==> config.mk <==
export PLATFORM = sky130hd
export DESIGN_NAME = shared_eval_arbiter
export DESIGN_NICKNAME = d
export VERILOG_FILES = /design/src/rtl/shared_eval_arbiter_pkg.sv /design/src/rtl/shared_eval_arbiter_rr_grant.sv /design/src/rtl/shared_eval_arbiter.sv
export SDC_FILE = /design/constraint.sdc
export NUM_CORES = 1
export LEC_CHECK = 0
export ABC_AREA = 1
export CELL_PAD_IN_SITES_DETAIL_PLACEMENT = 1
export CELL_PAD_IN_SITES_GLOBAL_PLACEMENT = 1
export CORE_MARGIN = 1.5
export CORE_UTILIZATION = 39
export DETAILED_ROUTE_END_ITERATION = 12
export DONT_BUFFER_PORTS = 1
export GPL_TIMING_DRIVEN = 0
export MAX_ROUTING_LAYER = met4
export PLACE_DENSITY = 0.84
export SYNTH_ARGS = -nofsm -noshare
export SYNTH_HDL_FRONTEND = slang
export SYNTH_SLANG_ARGS = --single-unit
==> constraint.sdc <==
create_clock -name clk -period 3.75 [get_ports clk]
set_input_delay 0.375 -clock clk [delete_from_list [all_inputs] [get_ports clk]]
set_output_delay 0.375 -clock clk [all_outputs]
set_load 0.1 [all_outputs]
==> src/rtl/shared_eval_arbiter_pkg.sv <==
// Shared constants for the shared a+b+c evaluation arbiter: default sizes,
// result width helper and grant-statistics counter width/saturation value.
package shared_eval_arbiter_pkg;

    localparam int DEF_NUM_REQ = 4;
    localparam int DEF_DATA_W  = 8;
    localparam int DEF_LAT     = 2;
    localparam int DEF_ID_W    = 2;

    localparam int              STATS_W   = 16;
    localparam logic [STATS_W-1:0] STATS_SAT = '1;

    // Sum of three DATA_W operands never needs more than two extra bits.
    function automatic int res_w(input int data_w);
        return data_w + 2;
    endfunction

endpackage

==> src/rtl/shared_eval_arbiter_rr_grant.sv <==
// Combinational round-robin select: first valid requester at or after rr_ptr,
// wrapping at NUM_REQ (non-power-of-2 NUM_REQ supported).
module rr_grant #(
    parameter int NUM_REQ = 4,
    parameter int ID_W    = 2
) (
    input  logic [NUM_REQ-1:0] req_valid,
    input  logic [ID_W-1:0]    rr_ptr,
    output logic [NUM_REQ-1:0] grant,
    output logic [ID_W-1:0]    grant_idx
);

    always_comb begin
        logic found;
        int   j;
        grant     = '0;
        grant_idx = '0;
        found     = 1'b0;
        for (int k = 0; k < NUM_REQ; k++) begin
            j = int'(rr_ptr) + k;
            if (j >= NUM_REQ) j = j - NUM_REQ;
            if (!found && req_valid[j]) begin
                found     = 1'b1;
                grant[j]  = 1'b1;
                grant_idx = ID_W'(j);
            end
        end
    end

endmodule

==> src/rtl/shared_eval_arbiter.sv <==
// Round-robin arbiter feeding one shared a+b+c unit through a LAT-deep pipeline.
// Optional per-requester saturating grant counters under SHARED_EVAL_STATS_EN.
module shared_eval_arbiter
    import shared_eval_arbiter_pkg::*;
#(
    parameter int NUM_REQ = DEF_NUM_REQ,
    parameter int DATA_W  = DEF_DATA_W,
    parameter int LAT     = DEF_LAT,
    parameter int ID_W    = DEF_ID_W
) (
    input  logic                      clk,
    input  logic                      rst,
    input  logic [NUM_REQ-1:0]        req_valid,
    output logic [NUM_REQ-1:0]        req_ready,
    input  logic [NUM_REQ*DATA_W-1:0] req_a,
    input  logic [NUM_REQ*DATA_W-1:0] req_b,
    input  logic [NUM_REQ*DATA_W-1:0] req_c,
    output logic                      rsp_valid,
    input  logic                      rsp_ready,
    output logic [ID_W-1:0]           rsp_id,
    output logic [DATA_W+1:0]         rsp_data
`ifdef SHARED_EVAL_STATS_EN
    ,
    input  logic                      stats_clr,
    output logic [NUM_REQ*STATS_W-1:0] grant_cnt
`endif
);

    localparam int RES_W = res_w(DATA_W);

    logic [NUM_REQ-1:0]          grant;
    logic [ID_W-1:0]             gnt_idx;
    logic [ID_W-1:0]             rr_ptr_q, rr_ptr_d;
    logic                        stall, accept;
    logic [DATA_W-1:0]           a_sel, b_sel, c_sel;
    logic [RES_W-1:0]            sum_d;
    logic [LAT-1:0]              vld_q;
    logic [LAT-1:0][ID_W-1:0]    id_q;
    logic [LAT-1:0][RES_W-1:0]   dat_q;

    rr_grant #(.NUM_REQ(NUM_REQ), .ID_W(ID_W)) u_rr_grant (
        .req_valid (req_valid),
        .rr_ptr    (rr_ptr_q),
        .grant     (grant),
        .grant_idx (gnt_idx)
    );

    // Holding the whole pipe on backpressure keeps the response stable and
    // means no new request can be taken.
    assign stall     = rsp_valid & ~rsp_ready;
    assign req_ready = (stall || rst) ? '0 : grant;
    assign accept    = |(req_valid & req_ready);

    assign a_sel = req_a[gnt_idx*DATA_W +: DATA_W];
    assign b_sel = req_b[gnt_idx*DATA_W +: DATA_W];
    assign c_sel = req_c[gnt_idx*DATA_W +: DATA_W];
    assign sum_d = RES_W'(a_sel) + RES_W'(b_sel) + RES_W'(c_sel);

    always_comb begin
        rr_ptr_d = rr_ptr_q;
        if (accept)
            rr_ptr_d = (gnt_idx == ID_W'(NUM_REQ-1)) ? '0 : gnt_idx + 1'b1;
    end

    always_ff @(posedge clk or posedge rst) begin
        if (rst) begin
            rr_ptr_q <= '0;
            vld_q    <= '0;
            id_q     <= '0;
            dat_q    <= '0;
        end else begin
            rr_ptr_q <= rr_ptr_d;
            if (!stall) begin
                vld_q[0] <= accept;
                id_q[0]  <= gnt_idx;
                dat_q[0] <= sum_d;
                for (int s = 1; s < LAT; s++) begin
                    vld_q[s] <= vld_q[s-1];
                    id_q[s]  <= id_q[s-1];
                    dat_q[s] <= dat_q[s-1];
                end
            end
        end
    end

    assign rsp_valid = vld_q[LAT-1];
    assign rsp_id    = id_q[LAT-1];
    assign rsp_data  = dat_q[LAT-1];

`ifdef SHARED_EVAL_STATS_EN
    logic [NUM_REQ-1:0][STATS_W-1:0] cnt_q;

    // Clear takes priority over a same-cycle grant.
    always_ff @(posedge clk or posedge rst) begin
        if (rst) begin
            cnt_q <= '0;
        end else if (stats_clr) begin
            cnt_q <= '0;
        end else if (accept && cnt_q[gnt_idx] != STATS_SAT) begin
            cnt_q[gnt_idx] <= cnt_q[gnt_idx] + 1'b1;
        end
    end

    assign grant_cnt = cnt_q;
`endif

endmodule
# [Word level (Yosys, flattened, before mapping)]
# Index checks and enable logic that the tools add are counted.
[word_totals] ff_bits=28 inputBits=103 elab_cells=87
[classes] addsub=10 order_cmp=12 n_eq_ne=1 shift=3 mux=37 bitwise_logic=6 n_reduce_logical=12
[ops] cell="$ge A32 B1 Y1 const B" count=4
[ops] cell="$lt A32 B4 Y1 const B" count=4
[ops] cell="$mux W32" count=4
[ops] cell="$ge A32 B4 Y1 const B" count=3
[ops] cell="$shiftx A32 B6 Y8" count=3
[ops] cell="$sub A32 B4 Y32 const B" count=3
[ops] cell="$mux W4" count=5
[ops] cell="$mux W1" count=15
[ops] cell="$or A4 B4 Y4" count=3
[ops] cell="$add A9 B8 Y10" count=1
[ops] cell="$mux W2" count=5
[ops] cell="$add A8 B8 Y9" count=1
[ops] cell="$bmux W1 S2" count=4
[ops] cell="$demux W1 S2" count=4
[ops] cell="$logic_and A1 B1 Y1" count=7
[ops] cell="$add A2 B2 Y3 const B" count=2
[ops] cell="$and A4 B4 Y4" count=1
[ops] cell="$reduce_or A4 Y1" count=1
[ops] cell="$sub A2 B3 Y4 const B" count=1
[ops] cell="$add A2 B1 Y3 const B" count=1
[ops] cell="$ge A2 B3 Y1 const B" count=1
[ops] cell="$logic_not A1 Y1" count=3
[ops] cell="$add A2 B1 Y2 const B" count=1
[ops] cell="$eq A2 B2 Y1 const B" count=1
[ops] cell="3 further kinds" count=3

# [Logic depth before layout (Yosys ltp)]
[depth] word_depth=18 mapped_depth=29 ltp_nobuf=26

# [Modules after synthesis]
# From an unflattened synthesis, not the netlist that was laid out.
[hier_totals] hier_cells=441 area_unflattened_um2=3004.1
[by_module_without_submodules] module="shared_eval_arbiter" instances=1 cells_each=356 area_each_um2=2451.1 seq_area_each_um2=700.7
[by_module_without_submodules] module="rr_grant" instances=1 cells_each=85 area_each_um2=553.0 seq_area_each_um2=0.0

# [Worst setup path before layout]
# Ideal clock, no wire load.
[synth_timing] path_kind="register to register" start="register rr_ptr_q[0]" end="register dat_q[9] (netlist bit)" setup_time_ns=0.133 t_arrival_ns=3.983 t_required_ns=3.617 slack_ns=-0.366 stages_incl_launch_ff=28 n_path_buf=3 synth_period_minus_slack_ns=4.116 cell_sequence="dfrtp_1 -> buf_6 -> inv_6 -> ha_1 -> inv_1 -> nand3_1 -> nand2_1 -> nor2_4 -> xor2_1 -> nand2_1 -> nand2_2 -> buf_12 -> buf_6 -> o211ai_1 -> nand2_1 -> inv_1 -> fa_1 -> inv_1 -> ha_1 -> fa_1 -> nand2_1 -> a21boi_0 -> nor2_1 -> nor2_1 -> o21ai_0 -> a21boi_0 -> o21ai_0 -> o21ai_0"
[synth_between] elab_chain_cells=18 word_cells_on_any_way=45
[synth_lines] item="start: declaration" line="shared_eval_arbiter.sv:33" text="logic [ID_W-1:0] rr_ptr_q, rr_ptr_d;"
[synth_lines] item="start signal: assignment" line="shared_eval_arbiter.sv:72" text="rr_ptr_q <= rr_ptr_d;"
[synth_lines] item="parallel branches: the longest is 14 deep, another holds $sub A32 B4 Y32"
[synth_lines] item="$mux W2 *" line="shared_eval_arbiter_rr_grant.sv:22" text="if (!found && req_valid[j]) begin"
[synth_lines] item="$shiftx A32 B6 Y8, on equally long branches" line="shared_eval_arbiter.sv:54, shared_eval_arbiter.sv:55"
[synth_lines] item="$add A8 B8 Y9" line="shared_eval_arbiter.sv:57" text="assign sum_d = RES_W'(a_sel) + RES_W'(b_sel) + RES_W'(c_sel);"
[synth_lines] item="$add A9 B8 Y10 *" line="shared_eval_arbiter.sv:57"
[synth_lines] item="end signal: indexed assignment" line="shared_eval_arbiter.sv:80" text="dat_q[s] <= dat_q[s-1];"
[synth_lines] item="end: declaration" line="shared_eval_arbiter.sv:39" text="logic [LAT-1:0][RES_W-1:0] dat_q;"
# Every way passes the cells marked *. The select of a mux whose other input is x is not followed.
# A chain may end at the register's enable or synchronous reset.

# [Worst setup path in the final report]
[layout_timing] start="register rr_ptr_q[0]" end="register dat_q[3] (netlist bit)"
# The elaborated chain is that of the path after synthesis.

==> out/metrics.cfg <==
[run_status]
run_status = complete, but fails checks
violations = setup timing

[finish]
multi_input_area_um2 = 2040
nets = 628
postLayoutCellArea_um2 = 3780
syn_to_final_growth_pct = 25.9
seqCellArea_um2 = 702
filler_cell_count = 964
drive_gt1_share_pct = 26.0
antenna_cells = 0

[clocking]
postCtsHoldBufs = 0
clock-sinks = 28
cts_buffer_depth = 2
htree_levels = 1
cts_buffers = 3
cts_root_buf = clkbuf_8
clock_latency_ps = 280
tritoncts = built
path_clk_slew_ps = 90

[detailed_routing]
wl_per_cell_um = 18.1
first_pass_iters = 4
wirelength_mm = 10.9
dr_total_vias = 3276
vias_per_cell = 5.43
ant_nets = 0
dr.first_iter.drc_count = 153
drc = 0

[sta]
skew_ps = 5.29
setup_tns_ps = -2530
rsz0062_at_grt = yes
finalSetupViolCount = 7
fin_crit_ps = 4220
worst_pin_slew_ps = 1020
maxSlewHeadroom_pct = 32.1
hold_ws_ps = 217
max_freq_ghz = 0.237
worst_slack_ps = -466
hold_viol_final = 0
fin_crit_sh_pct = 112
slew_viol_final = 0

[die]
fp.dieH_um = 90.7
io_pins = 120
initial_core_util_pct = 40.9
placeableCoreArea_um2 = 7330
fp-row-count = 31
die_w_um = 90.7
dieArea_um2 = 8230

[synth]
synth_seq_cells = 28
ys_seq_area_share_pct = 23.4
yosys_warnings = 0
synth_nets = 587
netlist_area_um2 = 3000
syn_area_per_cell_um2 = 6.46
synthDistinctLibCells = 33
syn_inst = 464

[global_routing]
grt_pass1_wl_mm = 16.3
grt_max_degree = 29
grt_use_total_pct = 25.3
overflow = 0
antenna_found_initial = 0
grt_pass1_vias = 3377

[setup_path]
critPathKind = reg2reg
cp_max_fo = 8
worst_path_max_delay_cell = fa_1
worst_ep_required_time_ps = 3920
cp-start-kind = flop
cp-end-kind = flop
max_stage_delay_ps = 540
cp_common_cell = buf_4
cp.arrival_ps = 4390

[place]
pre_cts_ws_ps = -677
gp_congestion = 0.853
post-dp-hpwl_mm = 7.04
postPlaceCellArea_um2 = 3160
port_buffers = 0

[hold_path]
hold_path.class = in2async

[run]
cap_violations = 0

==> cells in the mapped netlist, drive strengths merged <==
cell    number  area (um2)
a21oi       10        50.1
o211ai       7        67.6
o21ai       27         135
o22ai        2        12.5
nand3       49         268
nor2        15        82.6
dfrtp       28         701
o31ai        1        7.51
ha          11         138
a21boi       7        52.6
or2          2        12.5
fa           9         180
clkbuf       5        18.8
buf         27         228
a31oi        1        6.26
inv         61         234
xor2         2        17.5
nand2      196         763
nand4        4        25.0
==> worst paths after layout <==
path	start	to	slack [ps]	depth (start not counted)
min in group clk	vld_q[0]$_DFFE_PP0N_	vld_q[1]$_DFFE_PP0N_	480	1
setup / recovery	rr_ptr_q[0]$_DFFE_PP0P_	dat_q[3]$_DFFE_PP0N_	-470	28
setup reg to reg	rr_ptr_q[0]$_DFFE_PP0P_	dat_q[3]$_DFFE_PP0N_	-470	28
hold / removal	rst	rsp_data[1]$_DFFE_PP0N_	220	1
max in group asynchronous	rst	rr_ptr_q[1]$_DFFE_PP0P_	2850	1
hold reg to reg	vld_q[0]$_DFFE_PP0N_	vld_q[1]$_DFFE_PP0N_	480	1
==> flip-flops by register name, summed over array words and instances, names as in the netlist <==
register,cells
dat_q,10
rsp_data,10
id_q,2
rr_ptr_q,2
rsp_id,2
vld_q,2
==> routing by layer <==
| layer | wire length, um | track usage, % | vias to the layer above |
|---|---|---|---|
| met4 | 463 | 8.20 | 0 |
| met2 | 5540 | 44.7 | 157 |
| met5 | 0 | - | - |
| met1 | 4330 | 30.0 | 1555 |
| li1 | - | - | 1521 |
| met3 | 617 | 2.53 | 43 |
==> placed cells by master (no fill, tap or decap), types with 3 or more instances in the layout <==
master    count
nand3_4       3
inv_1        50
nand3_1      44
nor2_4        3
nand4_1       4
fa_1          7
clkbuf_1      5
inv_2         7
buf_6         5
dfrtp_1      27
ha_4          5
ha_1          6
o211ai_1      4
buf_8         4
buf_4        49
inv_4         3
nand2_1     175
a21oi_1       8
o211ai_2      3
nand2_2      15
nand2_4       5
clkbuf_8      4
o21ai_1      12
o21ai_0      13
a21boi_0      5
nor2_1        9
==> what timing repair did <==
| item | in CTS | in global routing |
|---|---|---|
| gates resized for setup | 40 | 27 |
| pin swaps | 20 | 12 |
| setup buffers | 30 | 7 |
| setup endpoints to repair | 8 | 8 |
| cloned | 2 | 0 |
==> through the flow <==
stage          util [%]  instances
2_1_floorplan         -        464
3_3_place_gp       43.1        563
3_5_place_dp       43.1        563
4_1_cts            49.5        599
5_1_grt            51.5        603
6_report           51.5        603
==> worst max-delay path: cells and delay by family (launching register included) <==
kind	cells	cell delay, ps
adders and majority gates	2	830
buffers and inverters	14	1570
AOI/OAI and AO/OA	2	160
and+or+nand+nor	9	960
xor gates and xnor gates	1	190
DFF	1	410
==> cells by family (layout without fill, tap and decap cells) <==
kind of cell,after synthesis,count (layout),share of synthesized area [%]
buffers and inverters,93,133,16.0
AND/OR/NAND/NOR,266,266,38.4
adder cells (fa/ha/maj),20,20,10.6
XOR/XNOR,2,2,0.584
flip-flops,28,28,23.4
AO/OA/AOI/OAI,55,55,11.1
==> final cells by class <==
class	count	area share, %
Clock buffer	4	1.46
Tap cell	99	3.28
Inverter	61	6.46
Multi-Input combinational cell	343	54.1
Timing Repair Buffer	36	8.65
Sequential cell	28	18.6
Buffer	32	7.46
Power is not shown: default switching activity piles up to over one toggle a cycle in this logic, so the estimate is an artifact.
